**src/rtl/uart_word_transmitter.sv**
```systemverilog
// uart_word_transmitter
//
// Serialises one 16-bit word as two back-to-back 8N1 UART frames, low byte
// first, so a receiver that assembles {second byte, first byte} gets the
// original word back. Bit timing comes from an internal oversampling tick
// (16 ticks per bit, CLKS_PER_TICK clocks per tick).
//
// Ports:
//   clk       system clock
//   rst_n     asynchronous active-low reset (aborts any frame, line goes idle)
//   in_data   16-bit word, sampled only on the accept edge
//   in_valid  word available
//   in_ready  idle and able to accept (accept = in_valid && in_ready)
//   tx        registered serial line, idle high
//   busy      high from the accept edge until the done edge
//   done_tick one-cycle pulse in the cycle whose closing edge ends the
//             final stop bit of the high byte
module uart_word_transmitter #(
  parameter int CLKS_PER_TICK = 163,
  parameter int SB_TICK       = 16
) (
  input  logic        clk,
  input  logic        rst_n,
  input  logic [15:0] in_data,
  input  logic        in_valid,
  output logic        in_ready,
  output logic        tx,
  output logic        busy,
  output logic        done_tick
);

  typedef enum logic [1:0] {IDLE, START, DATA, STOP} state_t;

  localparam logic [15:0] TICK_LAST = 16'(CLKS_PER_TICK - 1);
  localparam logic [4:0]  SB_LAST   = 5'(SB_TICK - 1);

  state_t      state_q, state_d;
  logic [15:0] cnt_q, cnt_d;
  logic [4:0]  s_q, s_d;
  logic [2:0]  n_q, n_d;
  logic [7:0]  b_q, b_d;
  logic        byte_sel_q, byte_sel_d;
  // Only the high byte of the word needs to be kept: the low byte goes
  // straight into the shift register on the accept edge.
  logic [7:0]  w_hi_q, w_hi_d;
  logic        tx_q, tx_d;
  logic        tick;
  logic        done_c;

  always_ff @(posedge clk or negedge rst_n) begin
    if (!rst_n) begin
      state_q    <= IDLE;
      cnt_q      <= '0;
      s_q        <= '0;
      n_q        <= '0;
      b_q        <= '0;
      byte_sel_q <= 1'b0;
      w_hi_q     <= '0;
      tx_q       <= 1'b1;
    end else begin
      state_q    <= state_d;
      cnt_q      <= cnt_d;
      s_q        <= s_d;
      n_q        <= n_d;
      b_q        <= b_d;
      byte_sel_q <= byte_sel_d;
      w_hi_q     <= w_hi_d;
      tx_q       <= tx_d;
    end
  end

  // Tick generator: parked at 0 while idle so every word starts with a
  // full-length first tick measured from the accept edge.
  always_comb begin
    tick  = (state_q != IDLE) && (cnt_q == TICK_LAST);
    cnt_d = cnt_q + 16'd1;
    if (state_q == IDLE || tick) begin
      cnt_d = '0;
    end
  end

  // tx is registered, so each transition loads the level of the next
  // segment on the same edge that changes state.
  always_comb begin
    state_d    = state_q;
    s_d        = s_q;
    n_d        = n_q;
    b_d        = b_q;
    byte_sel_d = byte_sel_q;
    w_hi_d     = w_hi_q;
    tx_d       = tx_q;
    done_c     = 1'b0;
    case (state_q)
      IDLE: begin
        if (in_valid) begin
          w_hi_d     = in_data[15:8];
          b_d        = in_data[7:0];
          byte_sel_d = 1'b0;
          s_d        = '0;
          state_d    = START;
          tx_d       = 1'b0;
        end
      end
      START: begin
        if (tick) begin
          if (s_q == 5'd15) begin
            s_d     = '0;
            n_d     = '0;
            state_d = DATA;
            tx_d    = b_q[0];
          end else begin
            s_d = s_q + 5'd1;
          end
        end
      end
      DATA: begin
        if (tick) begin
          if (s_q == 5'd15) begin
            s_d = '0;
            b_d = {1'b0, b_q[7:1]};
            if (n_q == 3'd7) begin
              state_d = STOP;
              tx_d    = 1'b1;
            end else begin
              n_d  = n_q + 3'd1;
              tx_d = b_q[1];
            end
          end else begin
            s_d = s_q + 5'd1;
          end
        end
      end
      STOP: begin
        if (tick) begin
          if (s_q == SB_LAST) begin
            s_d = '0;
            if (!byte_sel_q) begin
              // Straight into the high byte's start bit, no idle gap.
              byte_sel_d = 1'b1;
              b_d        = w_hi_q;
              state_d    = START;
              tx_d       = 1'b0;
            end else begin
              state_d = IDLE;
              done_c  = 1'b1;
              tx_d    = 1'b1;
            end
          end else begin
            s_d = s_q + 5'd1;
          end
        end
      end
      default: begin
        state_d = IDLE;
        tx_d    = 1'b1;
      end
    endcase
  end

  assign tx        = tx_q;
  assign in_ready  = (state_q == IDLE);
  assign busy      = (state_q != IDLE);
  assign done_tick = done_c;

endmodule

```
**config.mk**
```make
export PLATFORM = sky130hd
export DESIGN_NAME = uart_word_transmitter
export DESIGN_NICKNAME = d
export VERILOG_FILES = /design/src/rtl/uart_word_transmitter.sv
export SDC_FILE = /design/constraint.sdc
export NUM_CORES = 1
export LEC_CHECK = 0
export BUFFER_PORTS_ARGS = -buffer_cell sky130_fd_sc_hd__buf_2
export CORE_ASPECT_RATIO = 0.7
export CORE_MARGIN = 3
export CORE_UTILIZATION = 58
export CTS_BUF_LIST = sky130_fd_sc_hd__clkbuf_16
export CTS_CLUSTER_DIAMETER = 80
export CTS_CLUSTER_SIZE = 30
export DETAILED_ROUTE_END_ITERATION = 8
export PLACE_DENSITY = 0.79
export SETUP_SLACK_MARGIN = 0.05
export SKIP_CTS_REPAIR_TIMING = 1
export SYNTH_ARGS = -nofsm -noshare
export SYNTH_HDL_FRONTEND = slang
export SYNTH_SLANG_ARGS = --single-unit
```
**constraint.sdc**
```tcl
create_clock -name clk -period 2.4 [get_ports clk]
set_clock_uncertainty 0.2 [all_clocks]
set_input_delay 0.12 -clock clk [delete_from_list [all_inputs] [get_ports clk]]
set_output_delay 0.12 -clock clk [all_outputs]
set_load 0.01 [all_outputs]
```
==> flow_metrics.tcl <==
set metrics [dict create \
    synth_nets 248 \
    antenna_left 0 \
    avgSynthCellArea_um2 10.51 \
    status "complete, but fails checks" \
    fin_nets 299 \
    start_util_pct 62.68 \
    path_class "flop to output port" \
    path_clk_slew_ns 0.06 \
    ys_warn_count 0 \
    num_antenna_cells 0 \
    place_congestion 0.8337 \
    routed_via_density 5.807 \
    max_stage_delay_ns 0.43 \
    syn2layout_area_growth_pct 24.80 \
    dr.pass1.iters 5 \
    worstMarginPinSlew_ns 0.4564 \
    ir_drop_v 0.0009946 \
    cts_tree "yes" \
    antenna_found_initial 0 \
    htreeDepth 2 \
    cts_root_buf "clkbuf_16" \
    grt_start_max_net_pins 23 \
    wl_mm 5.210 \
    synth_top_area_share_pct 46.76 \
    drv_slew 0 \
    hold_path_class "input pin to flop" \
    post-route-cell-area_um2 2872 \
    track_usage_pct 22.26 \
    dp.cells 292 \
    synth-main-ff-cell "dfrtp_1" \
    final_util_pct 78.22 \
    cts_inserted_buffers 5 \
    fp-row-count 18 \
    clk_latency_ns 0.29 \
    post-place-ws_ns 0.2048 \
    setup_slack_ns 0.1126 \
    vias 1864 \
    drive_gt1_share_pct 21.77 \
    stdcell_count 321 \
    holdWs_ns -0.03438 \
    grt_overflow 0 \
    cp.required_ns 2.08 \
    p_leak_nw 1.324 \
    placed_area_um2 2494 \
    syn_area_um2 2301 \
    grt_first_pass_wirelength_mm 8.079 \
    ys_ff_latch 44 \
    die-area_um2 4771 \
    yosys-top-cells-count "dfrtp_1, nor2_1, nand2_1" \
    violations "hold timing" \
    core-area_um2 3671 \
    seq_area_frac_synth_pct 47.91 \
    powerDensity_nw_per_um2 1047 \
    final.setup.tns_ns 0 \
    finalPower_mw 3.007 \
    drc 0 \
    setup_viol 0 \
    ioPinCount 23 \
    crit_chain "inv_1 > ha_1 > nor4b_4 > nand4_4 > nor3_4 > and3_1 > buf_2" \
    synth.area.top_cells "dfrtp_1, ha_1, nor2_1" \
    synthArstFlopShare_pct 100.0 \
    fin_crit_sh_pct 95.31 \
    die_w_um 81.28 \
    wl_per_cell_um 16.23 \
    synth.distinct_cells 45 \
    endpoint_kind "output port" \
    fmax_mhz 437.2 \
    postSynthCellCount 219 \
    synthMostInstantiatedCell "dfrtp_1" \
    rsz0062_at_grt "true" \
    io_buffers 22 \
    finalCriticalPeriod_ns 2.287 \
    synth_enable_flop_cells 0 \
    die_h_um 58.70 \
    first_global_vias 1685 \
    synth_largest_area_cell "dfrtp_1" \
    clock_path_buffers 2 \
    cts_sinks 44 \
    place_hpwl_mm 3.399 \
    critPathMaxFanout 6 \
    max_slew_margin_pct 69.50 \
    slowest_stage "dfrtp_1" \
    start_kind "flop" \
    final-hold-violation-count 1 \
    drt-initial-drc-count 175 \
    arrival_ns 1.97 \
    cap_violations 0 \
]
-- metal layers --
metal  vias to the layer above  wire length [µm]  track usage (%)
met2                        65              2366            30.97
met1                       889              2503            34.30
met4                         0                93            6.506
met3                        11               247            5.352
met5                         -                 0                0
li1                        899                 -                -
-- cells in the final DEF, fill, tap and decap left out, types with 5 or more instances in the layout --
cell type	Yosys	layout
a21oi_1	5	5
a22oi_1	8	8
a31oi_1	7	7
buf_2	2	22
buf_4	1	11
clkbuf_16	0	5
dfrtp_1	43	43
dlygate4sd3_1	0	16
ha_1	10	9
inv_1	5	5
mux2_2	8	8
nand2_1	19	19
nand3_1	17	17
nor2_1	26	26
o21ai_0	5	5
xor2_1	9	9
-- cell families (layout without fill, tap and decap cells) --
logic type | count (synthesis) | count (layout) | synth area share [%]
AOI/OAI and AO/OA | 41 | 41 | 12.51
and+or+nand+nor | 93 | 93 | 23.38
muxes | 8 | 8 | 3.915
adders and majority gates | 10 | 10 | 5.438
DFF | 44 | 44 | 47.91
xor gates and xnor gates | 13 | 13 | 4.948
buffers and inverters | 10 | 62 | 1.904
-- where the power goes --
group | internal, mW | leakage [nW] | switching, mW
registers | 0.949 | 0.564 | 0.146
logic | 0.476 | 0.680 | 0.643
clock network | 0.495 | 0.0804 | 0.298
total | 1.92 | 1.32 | 1.09
-- flip-flops by register name (all words and copies together), names as in the netlist --
name	flops
b_q	8
byte_sel_q	1
cnt_q	16
n_q	3
s_q	5
state_q	2
tx	1
w_hi_q	8
-- path summary, 6_finish.rpt --
path,endpoint,slack (ns),cells after the start,startpoint
max,done_tick,0.11,7,cnt_q[0]
min,b_q[3],-0.03,3,in_data[3]
min reg2reg,w_hi_q[7],0.32,1,w_hi_q[7]
min in group asynchronous,w_hi_q[7],0.16,3,rst_n
max reg2reg,b_q[4],0.23,6,s_q[0]
max in group asynchronous,tx,1.56,3,rst_n
-- final cells by class --
class	count	area [µm²]
clock inverter	3	46.29
fill	208	799.5
multi-input combinational	165	1164
clock buffer	5	125.1
tap	50	62.56
inverter	5	18.77
sequential	44	1102
timing repair buffer	49	352.8
-- critical path: cells and delay by family, from the launching register on --
kind / cells / cell delay, ns
adders and majority gates: 1 / 0.15
buffers and inverters: 2 / 0.21
DFF: 1 / 0.43
and+or+nand+nor: 4 / 0.89
No activity file was read; power rests on OpenSTA's default activity.
